File: config.mk
export PLATFORM = sky130hd
export DESIGN_NAME = link_seq_ctrl
export DESIGN_NICKNAME = d
export VERILOG_FILES = /design/src/rtl/link_seq_ctrl.sv
export SDC_FILE = /design/constraint.sdc
export NUM_CORES = 1
export LEC_CHECK = 0
export BUFFER_PORTS_ARGS = -buffer_cell sky130_fd_sc_hd__buf_2
export CORE_MARGIN = 2
export CORE_UTILIZATION = 52
export DETAILED_ROUTE_END_ITERATION = 8
export HOLD_SLACK_MARGIN = 0.05
export PLACE_DENSITY = 0.77
export SETUP_SLACK_MARGIN = 0.5
export SYNTH_ARGS = -nofsm -noshare
export SYNTH_HDL_FRONTEND = slang
export SYNTH_SLANG_ARGS = --single-unit
File: constraint.sdc
create_clock -name clk -period 2.1 [get_ports clk]
set_input_delay 0.42 -clock clk [delete_from_list [all_inputs] [get_ports clk]]
set_output_delay 0.42 -clock clk [all_outputs]
set_load 0.02 [all_outputs]
File: src/rtl/link_seq_ctrl.sv
// Link sequencing controller: unloads received packets byte-by-byte over SPI
// frames (RX) or shifts one SPI byte out bit-by-bit (TX), with sticky overflow/timeout flags.
module link_seq_ctrl #(
    parameter int unsigned BYTES   = 8,
    parameter int unsigned BITS    = 8,
    parameter int unsigned TIMEOUT = 50000
) (
    input  logic       clk,
    input  logic       PRESETn,
    input  logic       rx_mode,
    input  logic       pkt_rec,
    input  logic       cs,
    input  logic       bit_tick,
    input  logic       ovf_clr,
    output logic       pkt_ld,
    output logic       spi_ld,
    output logic       pkt_en,
    output logic       tx_ld,
    output logic       tx_en,
    output logic       done,
    output logic       busy,
    output logic [3:0] byte_cnt,
    output logic       ovf,
    output logic       tmo
);

    localparam int unsigned CNT_W = 4;
    localparam int unsigned TMO_W = 16;

    typedef enum logic [2:0] {
        IDLE     = 3'd0,
        RX_ARM   = 3'd1,
        RX_XFER  = 3'd2,
        TX_ARM   = 3'd3,
        TX_SHIFT = 3'd4,
        TX_END   = 3'd5
    } state_t;

    state_t             state_q, state_d;
    logic               cs_meta_q, cs_s_q, cs_prev_q;
    logic               pkt_rec_q;
    logic [TMO_W-1:0]   idle_cnt_q, idle_cnt_d;
    logic [CNT_W-1:0]   bit_cnt_q, bit_cnt_d;
    logic [CNT_W-1:0]   byte_cnt_q, byte_cnt_d;
    logic               pkt_ld_q, pkt_ld_d;
    logic               spi_ld_q, spi_ld_d;
    logic               pkt_en_q, pkt_en_d;
    logic               tx_ld_q, tx_ld_d;
    logic               tx_en_q, tx_en_d;
    logic               done_q, done_d;
    logic               busy_q, busy_d;
    logic               ovf_q, ovf_d;
    logic               tmo_q, tmo_d;

    logic               cs_fall, cs_rise, cs_edge, pkt_rise;
    logic [CNT_W-1:0]   byte_inc, bit_inc;

    assign cs_fall  = cs_prev_q & ~cs_s_q;
    assign cs_rise  = ~cs_prev_q & cs_s_q;
    assign cs_edge  = cs_fall | cs_rise;
    assign pkt_rise = pkt_rec & ~pkt_rec_q;
    assign byte_inc = byte_cnt_q + CNT_W'(1);
    assign bit_inc  = bit_cnt_q + CNT_W'(1);

    // Next-state and next-output logic
    always_comb begin
        state_d    = state_q;
        idle_cnt_d = idle_cnt_q;
        bit_cnt_d  = bit_cnt_q;
        byte_cnt_d = byte_cnt_q;
        pkt_ld_d   = 1'b0;
        spi_ld_d   = 1'b0;
        pkt_en_d   = 1'b0;
        tx_ld_d    = 1'b0;
        tx_en_d    = 1'b0;
        done_d     = 1'b0;
        ovf_d      = ovf_clr ? 1'b0 : ovf_q;
        tmo_d      = ovf_clr ? 1'b0 : tmo_q;

        // A packet arriving mid-operation is only flagged; set beats clear
        if (pkt_rise && (state_q != IDLE)) begin
            ovf_d = 1'b1;
        end

        case (state_q)
            IDLE: begin
                if (rx_mode) begin
                    if (pkt_rise) begin
                        pkt_ld_d   = 1'b1;
                        spi_ld_d   = 1'b1;
                        byte_cnt_d = '0;
                        idle_cnt_d = '0;
                        state_d    = RX_ARM;
                    end
                end else if (cs_fall) begin
                    state_d = TX_ARM;
                end
            end
            RX_ARM, RX_XFER: begin
                if (cs_edge) begin
                    idle_cnt_d = '0;
                    if (state_q == RX_ARM) begin
                        if (cs_fall) begin
                            state_d = RX_XFER;
                        end
                    end else if (cs_rise) begin
                        pkt_en_d   = 1'b1;
                        byte_cnt_d = byte_inc;
                        if (byte_inc == CNT_W'(BYTES)) begin
                            done_d  = 1'b1;
                            state_d = IDLE;
                        end else begin
                            state_d = RX_ARM;
                        end
                    end
                end else if (idle_cnt_q == TMO_W'(TIMEOUT - 1)) begin
                    tmo_d   = 1'b1;
                    state_d = IDLE;
                end else begin
                    idle_cnt_d = idle_cnt_q + TMO_W'(1);
                end
            end
            TX_ARM: begin
                if (cs_rise) begin
                    tx_ld_d   = 1'b1;
                    bit_cnt_d = '0;
                    state_d   = TX_SHIFT;
                end
            end
            TX_SHIFT: begin
                if (bit_tick) begin
                    tx_en_d   = 1'b1;
                    bit_cnt_d = bit_inc;
                    if (bit_inc == CNT_W'(BITS)) begin
                        state_d = TX_END;
                    end
                end
            end
            TX_END: begin
                done_d  = 1'b1;
                state_d = IDLE;
            end
            default: begin
                state_d = IDLE;
            end
        endcase

        busy_d = (state_d != IDLE);
    end

    // State, synchronizer and output registers
    always_ff @(posedge clk or negedge PRESETn) begin
        if (!PRESETn) begin
            state_q    <= IDLE;
            cs_meta_q  <= 1'b1;
            cs_s_q     <= 1'b1;
            cs_prev_q  <= 1'b1;
            pkt_rec_q  <= 1'b0;
            idle_cnt_q <= '0;
            bit_cnt_q  <= '0;
            byte_cnt_q <= '0;
            pkt_ld_q   <= 1'b0;
            spi_ld_q   <= 1'b0;
            pkt_en_q   <= 1'b0;
            tx_ld_q    <= 1'b0;
            tx_en_q    <= 1'b0;
            done_q     <= 1'b0;
            busy_q     <= 1'b0;
            ovf_q      <= 1'b0;
            tmo_q      <= 1'b0;
        end else begin
            state_q    <= state_d;
            cs_meta_q  <= cs;
            cs_s_q     <= cs_meta_q;
            cs_prev_q  <= cs_s_q;
            pkt_rec_q  <= pkt_rec;
            idle_cnt_q <= idle_cnt_d;
            bit_cnt_q  <= bit_cnt_d;
            byte_cnt_q <= byte_cnt_d;
            pkt_ld_q   <= pkt_ld_d;
            spi_ld_q   <= spi_ld_d;
            pkt_en_q   <= pkt_en_d;
            tx_ld_q    <= tx_ld_d;
            tx_en_q    <= tx_en_d;
            done_q     <= done_d;
            busy_q     <= busy_d;
            ovf_q      <= ovf_d;
            tmo_q      <= tmo_d;
        end
    end

    assign pkt_ld   = pkt_ld_q;
    assign spi_ld   = spi_ld_q;
    assign pkt_en   = pkt_en_q;
    assign tx_ld    = tx_ld_q;
    assign tx_en    = tx_en_q;
    assign done     = done_q;
    assign busy     = busy_q;
    assign byte_cnt = byte_cnt_q;
    assign ovf      = ovf_q;
    assign tmo      = tmo_q;

endmodule

# == Yosys cells after proc, flatten, opt, wreduce, memory -nomap -nowiden ==
# Cells that the tools add are included.
# word_totals
inputBits,7
reg_bits,39
wordCells,101
# classes
n_eq_ne,16
reduce_logical,11
add_sub_neg,3
n_bitwise,7
n_mux,48
# ops
cell,n
$mux 16,4
$mux 3,11
$pmux 16 s2,1
$mux 4,7
$mux 1,21
$add 16x1->16 const B,1
$eq 16x16->1 const B,1
$pmux 4 s2,2
$ne 2x2->1 const B,7
$pmux 3 s4,1
$add 4x1->4 const B,2
$eq 4x4->1 const B,2
$eq 3x2->1 const B,2
$eq 3x3->1 const B,2
$reduce_and 6->1,1
$reduce_bool 2->1,3
$reduce_bool 3->1,2
$reduce_and 4->1,1
$and 1x1->1,3
$eq 3x1->1 const B,1
$logic_not 3->1,1
$ne 3x3->1 const B,1
$not 1->1,3
$reduce_and 3->1,1
4 further kinds,4

# == Logic depth before layout (Yosys ltp) ==
# depth
depth_word,8
mapped_depth,7
depth_no_buf,7

# == Worst setup path after synthesis ==
# Ideal clock, no wire load.
# synth_path
path_kind,register -> register
startpoint,register idle_cnt_q[11]
endpoint,register busy_q (netlist: busy)
path_slack_ns,0.133
required_time_ns,1.976
path_stages_with_launch,6
arrival_time_ns,1.843
setup_ns,0.124
period_less_slack_ns,1.967
cell_sequence,dfrtp_1 > or4b_4 > nor4_4 > and2_4 > nand2_1 > a211o_1
# synth_between
elab_chain_cells,5
# synth_rtl
item,line,source
from (decl),42,"logic [TMO_W-1:0] idle_cnt_q, idle_cnt_d;"
from (signal assigned),177,idle_cnt_q <= idle_cnt_d;
$eq 16x16->1,116,end else if (idle_cnt_q == TMO_W'(TIMEOUT - 1)) begin
$mux 3,116,
$mux 3,100,if (cs_edge) begin
$pmux 3 s4,85,case (state_q)
$reduce_bool 3->1,148,busy_d = (state_d != IDLE);
named net busy_d,51,"logic busy_q, busy_d;"
to (signal assigned),186,busy_q <= busy_d;
to (decl),51,
# The timed path passes the listed nets, and every way through them passes these cells.
# A chain may end at the register's enable or synchronous reset.

# == Worst setup path in the final report ==
# layout_path
startpoint,register idle_cnt_q[4]
endpoint,register idle_cnt_q[14]
# layout_between
elab_chain_cells,4
elab_cells_between_ends,7
classes_between,add/sub: 1; eq/ne: 2; mux: 3; reduce/logical: 1
# layout_rtl
item,line,source
$add 16x1->16,120,idle_cnt_d = idle_cnt_q + TMO_W'(1);
$mux 16,116,
$mux 16,100,
$pmux 16 s2,85,
# Parallel ways exist; a longest one is shown, timed or not. The select of a mux whose other input is x is not followed.

==> flow_summary.json <==
{
  "grt_overflow_total": 0,
  "synth_most_common_cell": "dfrtp_1",
  "ctsRootBufferMaster": "clkbuf_8",
  "cts_made_buffers": 5,
  "status": "completed",
  "start_kind": "register",
  "power_frac_comb": 0.402,
  "m1WireLength_microns": 1910,
  "synthTopCellsByArea": "dfrtp_1 (45%), xnor2_1 (4.8%), nand2_1 (4.3%), nor2_1 (4.3%), dfstp_2 (3.9%)",
  "fraction_of_synthesis_flops_using_an_asynchronous_set_or_reset_pin": 1.00,
  "h_tree_depth": 2,
  "design.die.area_sq_um": 4410,
  "syn_area_per_cell_sq_um": 9.59,
  "initial_util": 0.549,
  "gp_routability_congestion": 0.810,
  "dr_wl_met3_microns": 188,
  "critPathArrivalTime_ns": 2.18,
  "place_ws_ns": 0.196,
  "p_clk_frac": 0.213,
  "max_slew.worst_pin.slew_ns": 0.396,
  "number_of_vias_after_detailed_routing": 1695,
  "gr-usage-all-layers": 0.213,
  "cts.sinks": 39,
  "instance_area_at_placement_sq_um": 2230,
  "final_min_period_over_clock_period": 0.935,
  "yosysUniqueCellTypes": 40,
  "dr.max_layer_used": "met4",
  "cts_max_path_buffers": 2,
  "drt_drc_violations_left": 0,
  "final_layout_size_suffix_gt1_frac": 0.339,
  "grt_first_pass_wirelength_microns": 7060,
  "layout.nets": 265,
  "dp_hpwl_microns": 2650,
  "ioPinCount": 20,
  "worst-setup-path-type": "reg -> reg",
  "filler_cell_count": 264,
  "vdd_ir_drop_max_mv": 0.566,
  "postRouteAntennaNets": 0,
  "p_sw_frac": 0.380,
  "yosysTopAreaCellShare": 0.445,
  "cp_data_required_time_ns": 2.32,
  "setup_viol": 0,
  "die_x_microns": 66.4,
  "insertion_delay_ns": 0.29,
  "share_seq_of_total_power": 0.385,
  "number_of_endpoints_with_negative_hold_slack_in_the_final_report": 0,
  "total_switching_power_uw": 988,
  "cts_tree": "done",
  "dpl.cell_count": 276,
  "slew_viol_final": 0,
  "cts-hold-fix-buffers": 0,
  "hold_class": "in -> async",
  "grt_antenna_before_repair": 0,
  "relSlewSlack": 0.734,
  "synthesis.instances": 211,
  "design_area_sq_um": 2610,
  "wl_met2_microns": 2170,
  "internal_power_uw": 1610,
  "synth_top_cells_by_count": "dfrtp_1 (36), nand2_1 (23), nor2_1 (23), inv_1 (16), nand3_1 (15)",
  "clkSlewWorstSetupHoldPaths_ns": 0.07,
  "drt-wirelength-per-cell_microns": 14.6,
  "tns_ns": 0,
  "die_h_microns": 66.4,
  "core-area_sq_um": 3690,
  "synth.net_count": 223,
  "synthesis.area_sq_um": 2020,
  "finalWorstPathRequiredPeriod_ns": 1.96,
  "grt_start_max_net_pins": 40,
  "synth-warning-count": 0,
  "type_of_element_capturing_the_critical_path": "register",
  "areaGrowthSynthToFinish_pct": 29.2,
  "drt-initial-drc-count": 94,
  "final_setup_slack_of_the_worst_path_ns": 0.137,
  "cap_violations": 0,
  "timing.clock.skew_ns": 0.00630,
  "synth-main-ff-cell": "dfrtp_1",
  "firstDrtPassIters": 4,
  "detail_route.wirelength_microns": 4400,
  "yosys.area.top_type": "dfrtp_1",
  "max_freq_mhz": 509,
  "synth_seq_cells": 39,
  "port_buffers": 19,
  "vias_per_cell": 5.61,
  "n_antenna_cell": 0,
  "synth_edf_count": 0,
  "power_density_nw_per_um2": 995,
  "report.power.total_uw": 2600,
  "synth_seq_area_share": 0.484,
  "rows": 22,
  "crit_path_max_fanout": 6,
  "static-leakage-power_uw": 0.00118,
  "first_global_vias": 1595,
  "unrepaired_setup_endpoints_after_global_routing": "true",
  "instances_no_fill": 302
}
[layout make-up]
type / count / area, sq um / share of cell area
Clock buffer: 8 / 100 / 0.0383
Inverter: 16 / 60.1 / 0.0230
Multi-Input combinational cell: 150 / 1120 / 0.428
Tap cell: 48 / 60.1 / 0.0230
Timing Repair Buffer: 41 / 292 / 0.112
Sequential cell: 39 / 982 / 0.376
[state kept, by name, summed over array words and instances, names as in the netlist, 3 cells and up]
register and cells:
bit_cnt_q 4, byte_cnt 4, idle_cnt_q 16, state_q 3
[power groups by stage]
| stage | clock [uW] | sequential, uW | combinational [uW] |
|---|---|---|---|
| finish | 553 | 1000 | 1050 |
| global route | 599 | 1020 | 1140 |
| floorplan | 0 | 1020 | 567 |
| global placement | 0 | 1000 | 740 |
| detailed placement | 0 | 1010 | 755 |
| CTS | 564 | 990 | 884 |
[critical path: stages, from the launching register on]
cell and delay, ns:
dfrtp_1 0.40, or4bb_1 0.57, nor4_4 0.31, buf_4 0.20, a211oi_1 0.11, a21o_1 0.19, a21oi_1 0.12
[cell usage in the layout, fill, tap and decap left out, types with 3 or more instances in the layout]
| cell type | Yosys | layout |
|---|---|---|
| nand3b_1 | 3 | 3 |
| buf_6 | 0 | 5 |
| xor2_1 | 6 | 6 |
| ha_1 | 5 | 3 |
| nand4_1 | 4 | 4 |
| nand2_1 | 23 | 20 |
| a211oi_1 | 4 | 4 |
| o21ai_0 | 13 | 6 |
| clkbuf_8 | 0 | 7 |
| nor2_4 | 0 | 4 |
| dfstp_2 | 3 | 3 |
| nor2_2 | 0 | 3 |
| o21ai_1 | 0 | 6 |
| nor2_1 | 23 | 16 |
| nand3_2 | 0 | 3 |
| nand3_1 | 15 | 12 |
| dfrtp_1 | 36 | 34 |
| buf_4 | 1 | 16 |
| xnor2_1 | 11 | 10 |
| buf_2 | 2 | 19 |
| mux2i_1 | 3 | 3 |
| inv_1 | 16 | 14 |
| nand2_2 | 0 | 3 |
[per-stage QoR]
stage / hold slack [ns] / utilization
finish: 0.0845 / 0.709
global route: 0.104 / 0.709
CTS: 0.0880 / 0.676
detailed placement: 0.351 / 0.603
global placement: 0.350 / 0.603
floorplan: 0.124 / -
[metal layers]
layer | vias to the layer above | track usage
met5 | - | 0
li1 | 812 | -
met4 | 0 | 0.102
met1 | 806 | 0.261
met2 | 56 | 0.348
met3 | 21 | 0.0562
[kinds of logic (layout without fill, tap and decap cells)]
family | count (synthesis) | count (layout) | synth area share
compound gates | 35 | 35 | 0.116
xor+xnor | 17 | 17 | 0.0736
fa+ha+maj | 5 | 5 | 0.0309
buf+inv | 22 | 65 | 0.0439
flops | 39 | 39 | 0.484
mux | 3 | 3 | 0.0148
simple gates | 90 | 90 | 0.237
[what timing repair did]
item,CTS,global route
setup endpoints to repair,24,28
resized for setup,18,30
buffers inserted,14,3
pin swaps,14,23
gates cloned,0,1
[worst paths after layout]
check                                           from                         end  slack (ns)  cells past startpoint
hold / removal                               PRESETn               tmo$_DFF_PN0_        0.08                      2
hold reg to reg                  cs_meta_q$_DFF_PN1_            cs_s_q$_DFF_PN1_        0.36                      0
setup reg to reg           idle_cnt_q[4]$_DFFE_PN0P_  idle_cnt_q[14]$_DFFE_PN0P_        0.14                      6
max in group asynchronous                    PRESETn         cs_prev_q$_DFF_PN1_        1.77                      2
setup / recovery           idle_cnt_q[4]$_DFFE_PN0P_  idle_cnt_q[14]$_DFFE_PN0P_        0.14                      6
min in group clk                                  cs         cs_meta_q$_DFF_PN1_        0.22                      1
Power figures use the tool's default switching activity.
